`config.mk`:
```
export PLATFORM = sky130hd
export DESIGN_NAME = alu_sequencer
export DESIGN_NICKNAME = d
export VERILOG_FILES = /design/src/rtl/alu_pkg.sv /design/src/rtl/full_adder.sv /design/src/rtl/alu_sequencer.sv
export SDC_FILE = /design/constraint.sdc
export NUM_CORES = 1
export LEC_CHECK = 0
export ABC_CLOCK_PERIOD_IN_PS = 11550
export CORE_ASPECT_RATIO = 0.7
export CORE_MARGIN = 3
export CORE_UTILIZATION = 50
export DETAILED_ROUTE_END_ITERATION = 10
export GPL_ROUTABILITY_DRIVEN = 0
export HOLD_SLACK_MARGIN = 0.1
export PLACE_DENSITY = 0.74
export SLEW_MARGIN = 5
export SYNTH_ARGS = -nofsm -noshare
export SYNTH_HDL_FRONTEND = slang
export SYNTH_HIERARCHICAL = 1
export SYNTH_SLANG_ARGS = --single-unit
```
`constraint.sdc`:
```
create_clock -name clk -period 11.55 [get_ports clk]
set_clock_uncertainty 0.2 [all_clocks]
set_input_delay 1.7325 -clock clk [delete_from_list [all_inputs] [get_ports clk]]
set_output_delay 1.7325 -clock clk [all_outputs]
set_load 0.005 [all_outputs]
```
`src/rtl/alu_pkg.sv`:
```
// alu_pkg: opcodes, sequencer states and flag bit positions shared by the ALU and its sequencer
package alu_pkg;
    localparam logic [3:0] OP_ADD  = 4'd0;
    localparam logic [3:0] OP_SUB  = 4'd1;
    localparam logic [3:0] OP_AND  = 4'd2;
    localparam logic [3:0] OP_OR   = 4'd3;
    localparam logic [3:0] OP_XOR  = 4'd4;
    localparam logic [3:0] OP_NOT  = 4'd5;
    localparam logic [3:0] OP_LAND = 4'd6;
    localparam logic [3:0] OP_LOR  = 4'd7;
    localparam logic [3:0] OP_LXOR = 4'd8;
    localparam logic [3:0] OP_LNOT = 4'd9;
    localparam int FLAG_Z = 3;
    localparam int FLAG_C = 2;
    localparam int FLAG_V = 1;
    localparam int FLAG_N = 0;
    typedef enum logic [1:0] {S_IDLE, S_LO, S_HI, S_RESP} state_t;
endpackage

```
`src/rtl/full_adder.sv`:
```
// full_adder: combinational 8-bit ALU; SUB computes a-b-cin with carry meaning borrow
module full_adder
    import alu_pkg::*;
(
    input  logic [7:0] a,
    input  logic [7:0] b,
    input  logic [3:0] opcode,
    input  logic       cin,
    output logic [7:0] result,
    output logic       zero,
    output logic       carry,
    output logic       overflow,
    output logic       negative
);
    logic [8:0] sum, dif;
    always_comb begin
        sum = {1'b0, a} + {1'b0, b} + {8'h00, cin};
        dif = {1'b0, a} - {1'b0, b} - {8'h00, cin};
        case (opcode)
            OP_ADD:  result = sum[7:0];
            OP_SUB:  result = dif[7:0];
            OP_AND:  result = a & b;
            OP_OR:   result = a | b;
            OP_XOR:  result = a ^ b;
            OP_NOT:  result = ~a;
            OP_LAND: result = {7'h00, |a && |b};
            OP_LOR:  result = {7'h00, |a || |b};
            OP_LXOR: result = {7'h00, |a ^ |b};
            OP_LNOT: result = {7'h00, ~|a};
            default: result = 8'h00;
        endcase
        carry    = opcode == OP_ADD ? sum[8] : opcode == OP_SUB ? dif[8] : 1'b0;
        overflow = opcode == OP_ADD ? (a[7] == b[7]) && (result[7] != a[7]) :
                   opcode == OP_SUB ? (a[7] != b[7]) && (result[7] != a[7]) : 1'b0;
        zero     = result == 8'h00;
        negative = result[7];
    end
endmodule

```
`src/rtl/alu_sequencer.sv`:
```
// alu_sequencer: runs 8-bit or chained 16-bit (ADD/SUB) ops on one ALU with a valid/ready handshake
module alu_sequencer
    import alu_pkg::*;
#(
    parameter int NUM_OPS = 10
) (
    input  logic        clk,
    input  logic        rst_n,
    input  logic        req_valid,
    output logic        req_ready,
    input  logic [3:0]  req_op,
    input  logic        req_wide,
    input  logic        req_use_c,
    input  logic [15:0] req_a,
    input  logic [15:0] req_b,
    output logic        resp_valid,
    input  logic        resp_ready,
    output logic [15:0] resp_result,
    output logic        resp_err,
    output logic [3:0]  flags_q
);
    state_t      state_q;
    logic [3:0]  op_q;
    logic        wide_q, use_c_q, lo_c_q;
    logic [15:0] a_q, b_q;
    logic [7:0]  lo_q;
    logic [7:0]  alu_a, alu_b, alu_r;
    logic [3:0]  alu_op;
    logic        alu_cin, alu_z, alu_c, alu_v, alu_n, illegal_d;

    assign req_ready = state_q == S_IDLE;
    assign illegal_d = 32'(req_op) >= NUM_OPS || (req_wide && req_op != OP_ADD && req_op != OP_SUB);

    // ALU sees zeros outside the two active passes
    always_comb begin
        alu_a   = state_q == S_LO ? a_q[7:0] : state_q == S_HI ? a_q[15:8] : 8'h00;
        alu_b   = state_q == S_LO ? b_q[7:0] : state_q == S_HI ? b_q[15:8] : 8'h00;
        alu_op  = state_q == S_LO || state_q == S_HI ? op_q : OP_ADD;
        alu_cin = state_q == S_LO ? use_c_q & flags_q[FLAG_C] : state_q == S_HI ? lo_c_q : 1'b0;
    end

    full_adder u_alu (
        .a(alu_a), .b(alu_b), .opcode(alu_op), .cin(alu_cin),
        .result(alu_r), .zero(alu_z), .carry(alu_c), .overflow(alu_v), .negative(alu_n)
    );

    always_ff @(posedge clk) begin
        if (!rst_n) begin
            state_q     <= S_IDLE;
            op_q        <= '0;
            wide_q      <= 1'b0;
            use_c_q     <= 1'b0;
            a_q         <= '0;
            b_q         <= '0;
            lo_q        <= '0;
            lo_c_q      <= 1'b0;
            flags_q     <= '0;
            resp_valid  <= 1'b0;
            resp_err    <= 1'b0;
            resp_result <= '0;
        end else begin
            case (state_q)
                S_IDLE: if (req_valid) begin
                    op_q    <= req_op;
                    wide_q  <= req_wide;
                    use_c_q <= req_use_c;
                    a_q     <= req_a;
                    b_q     <= req_b;
                    if (illegal_d) begin
                        state_q     <= S_RESP;
                        resp_valid  <= 1'b1;
                        resp_err    <= 1'b1;
                        resp_result <= '0;
                    end else begin
                        state_q <= S_LO;
                    end
                end
                S_LO: if (wide_q) begin
                    lo_q    <= alu_r;
                    lo_c_q  <= alu_c;
                    state_q <= S_HI;
                end else begin
                    resp_result <= {8'h00, alu_r};
                    flags_q     <= {alu_z, alu_c, alu_v, alu_n};
                    resp_valid  <= 1'b1;
                    resp_err    <= 1'b0;
                    state_q     <= S_RESP;
                end
                S_HI: begin
                    resp_result <= {alu_r, lo_q};
                    flags_q     <= {alu_z && lo_q == 8'h00, alu_c, alu_v, alu_n};
                    resp_valid  <= 1'b1;
                    resp_err    <= 1'b0;
                    state_q     <= S_RESP;
                end
                default: if (resp_ready) begin
                    resp_valid <= 1'b0;
                    state_q    <= S_IDLE;
                end
            endcase
        end
    end
endmodule

```
**After elaboration in Yosys (flattened, before gate mapping)**

Index checks and enable logic that the tools add are counted.

- Register bits after elaboration: 71
- Input port bits: 42
- Output and inout bits: 23
- Logic and storage cells: 97

- Add/sub/neg operators: 4
- Order comparisons: 1
- Equal/unequal tests: 18
- Mux-type cells: 30
- Bitwise logic cells: 6
- Reductions and logical operators: 26

Operators by type and width:

| operator | count |
|---|---|
| $pmux 8 s10 | 1 |
| $mux 16 | 3 |
| $pmux 16 s3 | 1 |
| $mux 8 | 4 |
| $eq 4x3->1 const B | 4 |
| $logic_not 8->1 | 2 |
| $reduce_or 8->1 | 2 |
| $mux 1 | 12 |
| $add 8x8->9 | 1 |
| $add 9x1->9 | 1 |
| $sub 8x8->9 | 1 |
| $sub 9x1->9 | 1 |
| $and 8x8->8 | 1 |
| $eq 4x2->1 const B | 2 |
| $eq 4x4->1 const B | 2 |
| $mux 4 | 2 |
| $not 8->8 | 1 |
| $or 8x8->8 | 1 |
| $pmux 4 s2 | 1 |
| $reduce_and 2->1 | 4 |
| $reduce_and 4->1 | 2 |
| $reduce_bool 4->1 | 2 |
| $xor 8x8->8 | 1 |
| $logic_and 1x1->1 | 6 |
| 20 further kinds | 27 |

**Longest topological paths before layout**

- Depth after elaboration: 12
- Gate-level depth with buffers: 20

**Modules after synthesis**

The synthesis kept the hierarchy.

Modules (own cells, without submodules):

| module | instances | cells each | area an instance (um^2) | seq. area each (um^2) |
|---|---|---|---|---|
| alu_sequencer | 1 | 400 | 3054.2 | 1421.4 |
| full_adder | 1 | 216 | 1616.6 | 0.0 |

**Worst setup path after synthesis**

Ideal clock, no wire load.

- Path kind: reg-to-reg
- From: reg state_q[0]
- To: reg flags_q[3]
- Data arrival time: 4.362 ns
- Data required time: 11.280 ns
- Setup slack: 6.918 ns
- Stages on the path, launching flop included: 19
- Clock period less this slack: 4.632 ns
- Cell sequence: dfxtp_1 -> inv_1 -> ha_1 -> buf_2 -> buf_1 -> clkbuf_1 -> nand2_1 -> o21ai_0 -> inv_1 -> fa_1 -> fa_1 -> o21ai_1 -> nor2b_1 -> xnor2_1 -> a221o_1 -> or4_1 -> nor4_4 -> nand3_1 -> a21oi_1

- Word-level cells in the longest chain between the ends: 9
- Elaborated cells on any way between the ends: 42
- Classes of those cells: 4 x add/sub; 12 x eq/ne; 10 x mux; 5 x bitwise; 11 x reduce/logical

RTL lines:

| what | RTL line | text |
|---|---|---|
| from (decl) | alu_sequencer.sv:22 | `state_t state_q;` |
| from (signal assigned) | alu_sequencer.sv:49 | `state_q <= S_IDLE;` |
| from (signal assigned) | alu_sequencer.sv:70 | `state_q <= S_RESP;` |
| from (signal assigned) | alu_sequencer.sv:75 | `state_q <= S_LO;` |
| $eq 2x2->1 | alu_sequencer.sv:37 | `alu_b = state_q == S_LO ? b_q[7:0] : state_q == S_HI ? b_q[15:8] : 8'h00;` |
| $mux 8 | alu_sequencer.sv:37 |  |
| $mux 8 (*) | alu_sequencer.sv:37 |  |
| via alu_b[0] | alu_sequencer.sv:27 | `logic [7:0] alu_a, alu_b, alu_r;` |
| $sub 8x8->9 or $add 8x8->9 (tied branches) | full_adder.sv:18, full_adder.sv:17 |  |
| $sub 9x1->9 or $add 9x1->9 (tied branches) | full_adder.sv:18, full_adder.sv:17 |  |
| $pmux 8 s10 (*) | full_adder.sv:19 | `case (opcode)` |
| via alu_r[4] | alu_sequencer.sv:27 |  |
| $logic_not 8->1 (*) | full_adder.sv:35 | `zero = result == 8'h00;` |
| via alu_z | alu_sequencer.sv:29 | `logic alu_cin, alu_z, alu_c, alu_v, alu_n, illegal_d;` |
| $mux 4 or $logic_and 1x1->1 (tied branches) | alu_sequencer.sv:78, alu_sequencer.sv:91 |  |
| $pmux 4 s2 (*) | alu_sequencer.sv:62 | `case (state_q)` |
| to (signal assigned) | alu_sequencer.sv:84 | `flags_q <= {alu_z, alu_c, alu_v, alu_n};` |
| to (signal assigned) | alu_sequencer.sv:91 | `flags_q <= {alu_z && lo_q == 8'h00, alu_c, alu_v, alu_n};` |
| to (decl) | alu_sequencer.sv:20 | `output logic [3:0] flags_q` |

Mark *: on every way through the listed nets, which the timed path passes. The rest lies on a longest branch. The select of a mux whose other input is x is not followed.
A chain may end at the register's enable or synchronous reset.

**Final worst setup path**

Same ends and word-level chain as after synthesis.

==> impl_metrics.py <==
metrics = {
    "power": {
        "p_seq_share_pct": 25.9,
        "power_switching_uw": 465.0,
        "clkPwrFrac_pct": 26.6,
        "p_leak_nw": 2.143,
        "p_comb_share_pct": 47.5,
        "power_density_nw_per_um2": 203.7,
        "ir_worst_vdd_mv": 0.2359,
        "p_sw_share_pct": 40.32,
        "p_int_uw": 688.3,
    },
    "critical_path": {
        "critPathMaxFanout": 28,
        "path_class": "reg -> reg",
        "arrival_ns": 5.34,
        "start_kind": "flop",
        "crit_required_ns": 11.61,
        "crit_path_end_kind": "flop",
    },
    "final_layout": {
        "fillers": 781,
        "n_antenna_cell": 0,
        "nets": 744,
        "regArea_um2": 1421,
        "multi_input_area_um2": 2947,
        "syn2layout_area_growth_pct": 21.22,
        "drive_gt1_share_pct": 4.655,
        "stdcell_count": 786,
        "final_cell_area_um2": 5662,
    },
    "synth": {
        "syn_area_um2": 4671,
        "yosysWarnings": 6,
        "seq_area_frac_synth_pct": 30.43,
        "synthesis.nets": 699,
        "synth_edf_count": 0,
        "async_reset_ff_share_pct": 0,
        "synth_cell_types": 63,
        "synth_cells": 616,
        "ys_seq_elements": 71,
        "ys.flop_type": "dfxtp_1",
        "syn_avg_cell_area_um2": 7.582,
    },
    "clock_network": {
        "cts_resized": 0,
        "clock_sinks": 71,
        "cts_buffers": 9,
        "root_buffer": "clkbuf_16",
        "clockBufferDepth": 2,
        "hold_buffers": 0,
        "ctsHtreeMaxLevel": 3,
        "clk_pin_slew_ns": 0.06,
        "cts_tree": "done",
        "cts_setup_buffers": 0,
        "clkLatencyLatePin_ns": 0.34,
    },
    "drt": {
        "drt_iter0_markers": 444,
        "drc": 0,
        "wl_per_cell_um": 16.92,
        "routed_wl_um": 13300,
        "vias_per_cell": 5.788,
        "postRouteAntennaNets": 0,
        "first_pass_iters": 5,
        "vias": 4549,
    },
    "floorplan": {
        "coreArea_um2": 8758,
        "fp.dieH_um": 86.87,
        "rows": 28,
        "dieArea_um2": 10560,
        "io_pins": 65,
        "initial_core_util_pct": 53.33,
        "die_x_um": 121.5,
    },
    "global_routing": {
        "antenna_found_initial": 0,
        "grt_pass1_vias": 4258,
        "track_usage_pct": 26.02,
        "grt_max_degree": 56,
        "gr-total-overflow": 0,
        "grt_first_pass_wirelength_um": 21760,
    },
    "sta": {
        "worst_slew_pin_slew_ns": 1.265,
        "fmax_mhz": 189.2,
        "final_hold_viol_count": 0,
        "drv_slew": 0,
        "max-slew-margin-rel_pct": 15.67,
        "rsz0062_at_grt": "no",
        "finalSetupViolations": 0,
        "min_period_ns": 5.285,
        "worst_slack_ns": 6.265,
        "tns_ns": 0,
        "post-route-period-util_pct": 45.76,
        "whs_ns": 0.2533,
    },
    "run_status": {
        "status": "complete, no violations",
    },
    "placement": {
        "placed_cells": 770,
        "pre_cts_slack_ns": 6.345,
        "dp.final_hpwl_um": 9612,
        "post_dp_cell_area_um2": 5331,
        "numPortBuffers": 64,
    },
    "min_path": {
        "min_path_type": "reg -> reg",
    },
    "flow_run": {
        "maxCapViolCount": 0,
    },
}
==> cells in the mapped netlist (all sizes together), types with 8 or more instances <==
| cell type | instances | area [um^2] |
|---|---|---|
| buf | 16 | 96.34 |
| mux2i | 22 | 220.2 |
| o21ai | 37 | 185.2 |
| nand2 | 170 | 645.6 |
| nor2b | 11 | 68.82 |
| a22o | 9 | 78.83 |
| dfxtp | 71 | 1421 |
| a21oi | 60 | 300.3 |
| nor3 | 8 | 40.04 |
| nor2 | 15 | 56.30 |
| clkbuf | 19 | 71.32 |
| inv | 36 | 135.1 |
| ha | 37 | 462.9 |
==> routing by layer <==
| layer | up-vias | wire length (um) | global-route usage (%) |
|---|---|---|---|
| met4 | 0 | 219 | 7.833 |
| met5 | - | 0 | 0 |
| met1 | 2113 | 6382 | 38.89 |
| met2 | 229 | 5473 | 36.49 |
| li1 | 2186 | - | - |
| met3 | 21 | 1224 | 6.753 |
==> final timing paths <==
path | to | slack [ns] | from | depth (start not counted)
setup / recovery | flags_q[3] | 6.26 | state_q[0] | 15
hold / removal | op_q[1] | 0.25 | op_q[1] | 2
setup reg to reg | flags_q[3] | 6.26 | state_q[0] | 15
hold reg to reg | op_q[1] | 0.25 | op_q[1] | 2
==> cell type report <==
class	instances	share of cell area [%]
multi-input combinational	474	52.04
tap	120	2.652
inverter	36	2.387
sequential	71	25.10
clock buffer	10	4.221
clock inverter	6	1.613
timing repair buffer	69	11.98
==> placed cells by master, fill, tap and decap left out, types with 3 or more instances in the layout <==
master	Yosys	layout
o21ai_1	7	7
xnor2_1	4	4
nand3b_1	5	5
or4_1	4	4
a2bb2oi_1	5	5
a21o_1	3	3
clkbuf_16	0	9
a22o_1	9	9
nor2b_1	11	11
mux2i_1	22	22
dfxtp_1	71	71
xor2_1	4	4
a31oi_1	3	3
ha_1	37	37
o211ai_1	3	3
inv_1	35	35
nor3_1	8	8
nor3b_1	7	7
o21a_1	3	3
nand3_1	3	3
and2_1	7	7
buf_4	1	5
a211oi_1	3	3
nor4_1	5	5
nor2_1	15	15
nand2b_1	4	4
clkdlybuf4s50_1	0	64
a22oi_1	3	3
fa_1	4	4
o21ai_0	30	30
a21oi_1	60	60
nand2_1	169	169
==> stage by stage <==
stage	util [%]	power [mW]
2_1_floorplan	-	0.7072
5_1_grt	64.64	1.223
6_report	64.64	1.153
3_3_place_gp	60.87	0.8197
3_5_place_dp	60.87	0.8339
4_1_cts	64.64	1.146
==> state kept, by name, summed over array words and instances, names as in the netlist <==
name and count:
a_q 16, b_q 16, resp_result 16, lo_q 8, flags_q 4, op_q 4, state_q 2, lo_c_q 1
resp_err 1, resp_valid 1, use_c_q 1, wide_q 1
==> cell families after synthesis <==
| group | after synthesis | share of synthesized area [%] |
|---|---|---|
| fa+ha+maj | 41 | 11.63 |
| buf+inv | 71 | 6.483 |
| mux | 23 | 4.956 |
| flops | 71 | 30.43 |
| simple gates | 251 | 24.83 |
| xor+xnor | 8 | 1.500 |
| compound gates | 151 | 20.17 |
==> power groups by stage <==
stage	Sequential, mW	Clock (mW)	Combinational [mW]
global route	0.303	0.321	0.599
finish	0.299	0.306	0.548
global placement	0.302	0	0.518
detailed placement	0.304	0	0.530
CTS	0.299	0.311	0.537
floorplan	0.299	0	0.408
==> critical path, cell delays in order, from the launching register on <==
cell,delay (ns)
dfxtp_1,0.35
inv_1,0.10
ha_1,0.93
nand2_1,0.10
o21ai_0,0.53
inv_1,0.18
fa_1,0.47
fa_1,0.43
o21ai_1,0.20
nor2b_1,0.21
xnor2_1,0.09
a221o_1,0.40
or4_1,0.59
nor4_4,0.14
nand3_1,0.10
a21oi_1,0.16
(Power assumes the default switching activity.)
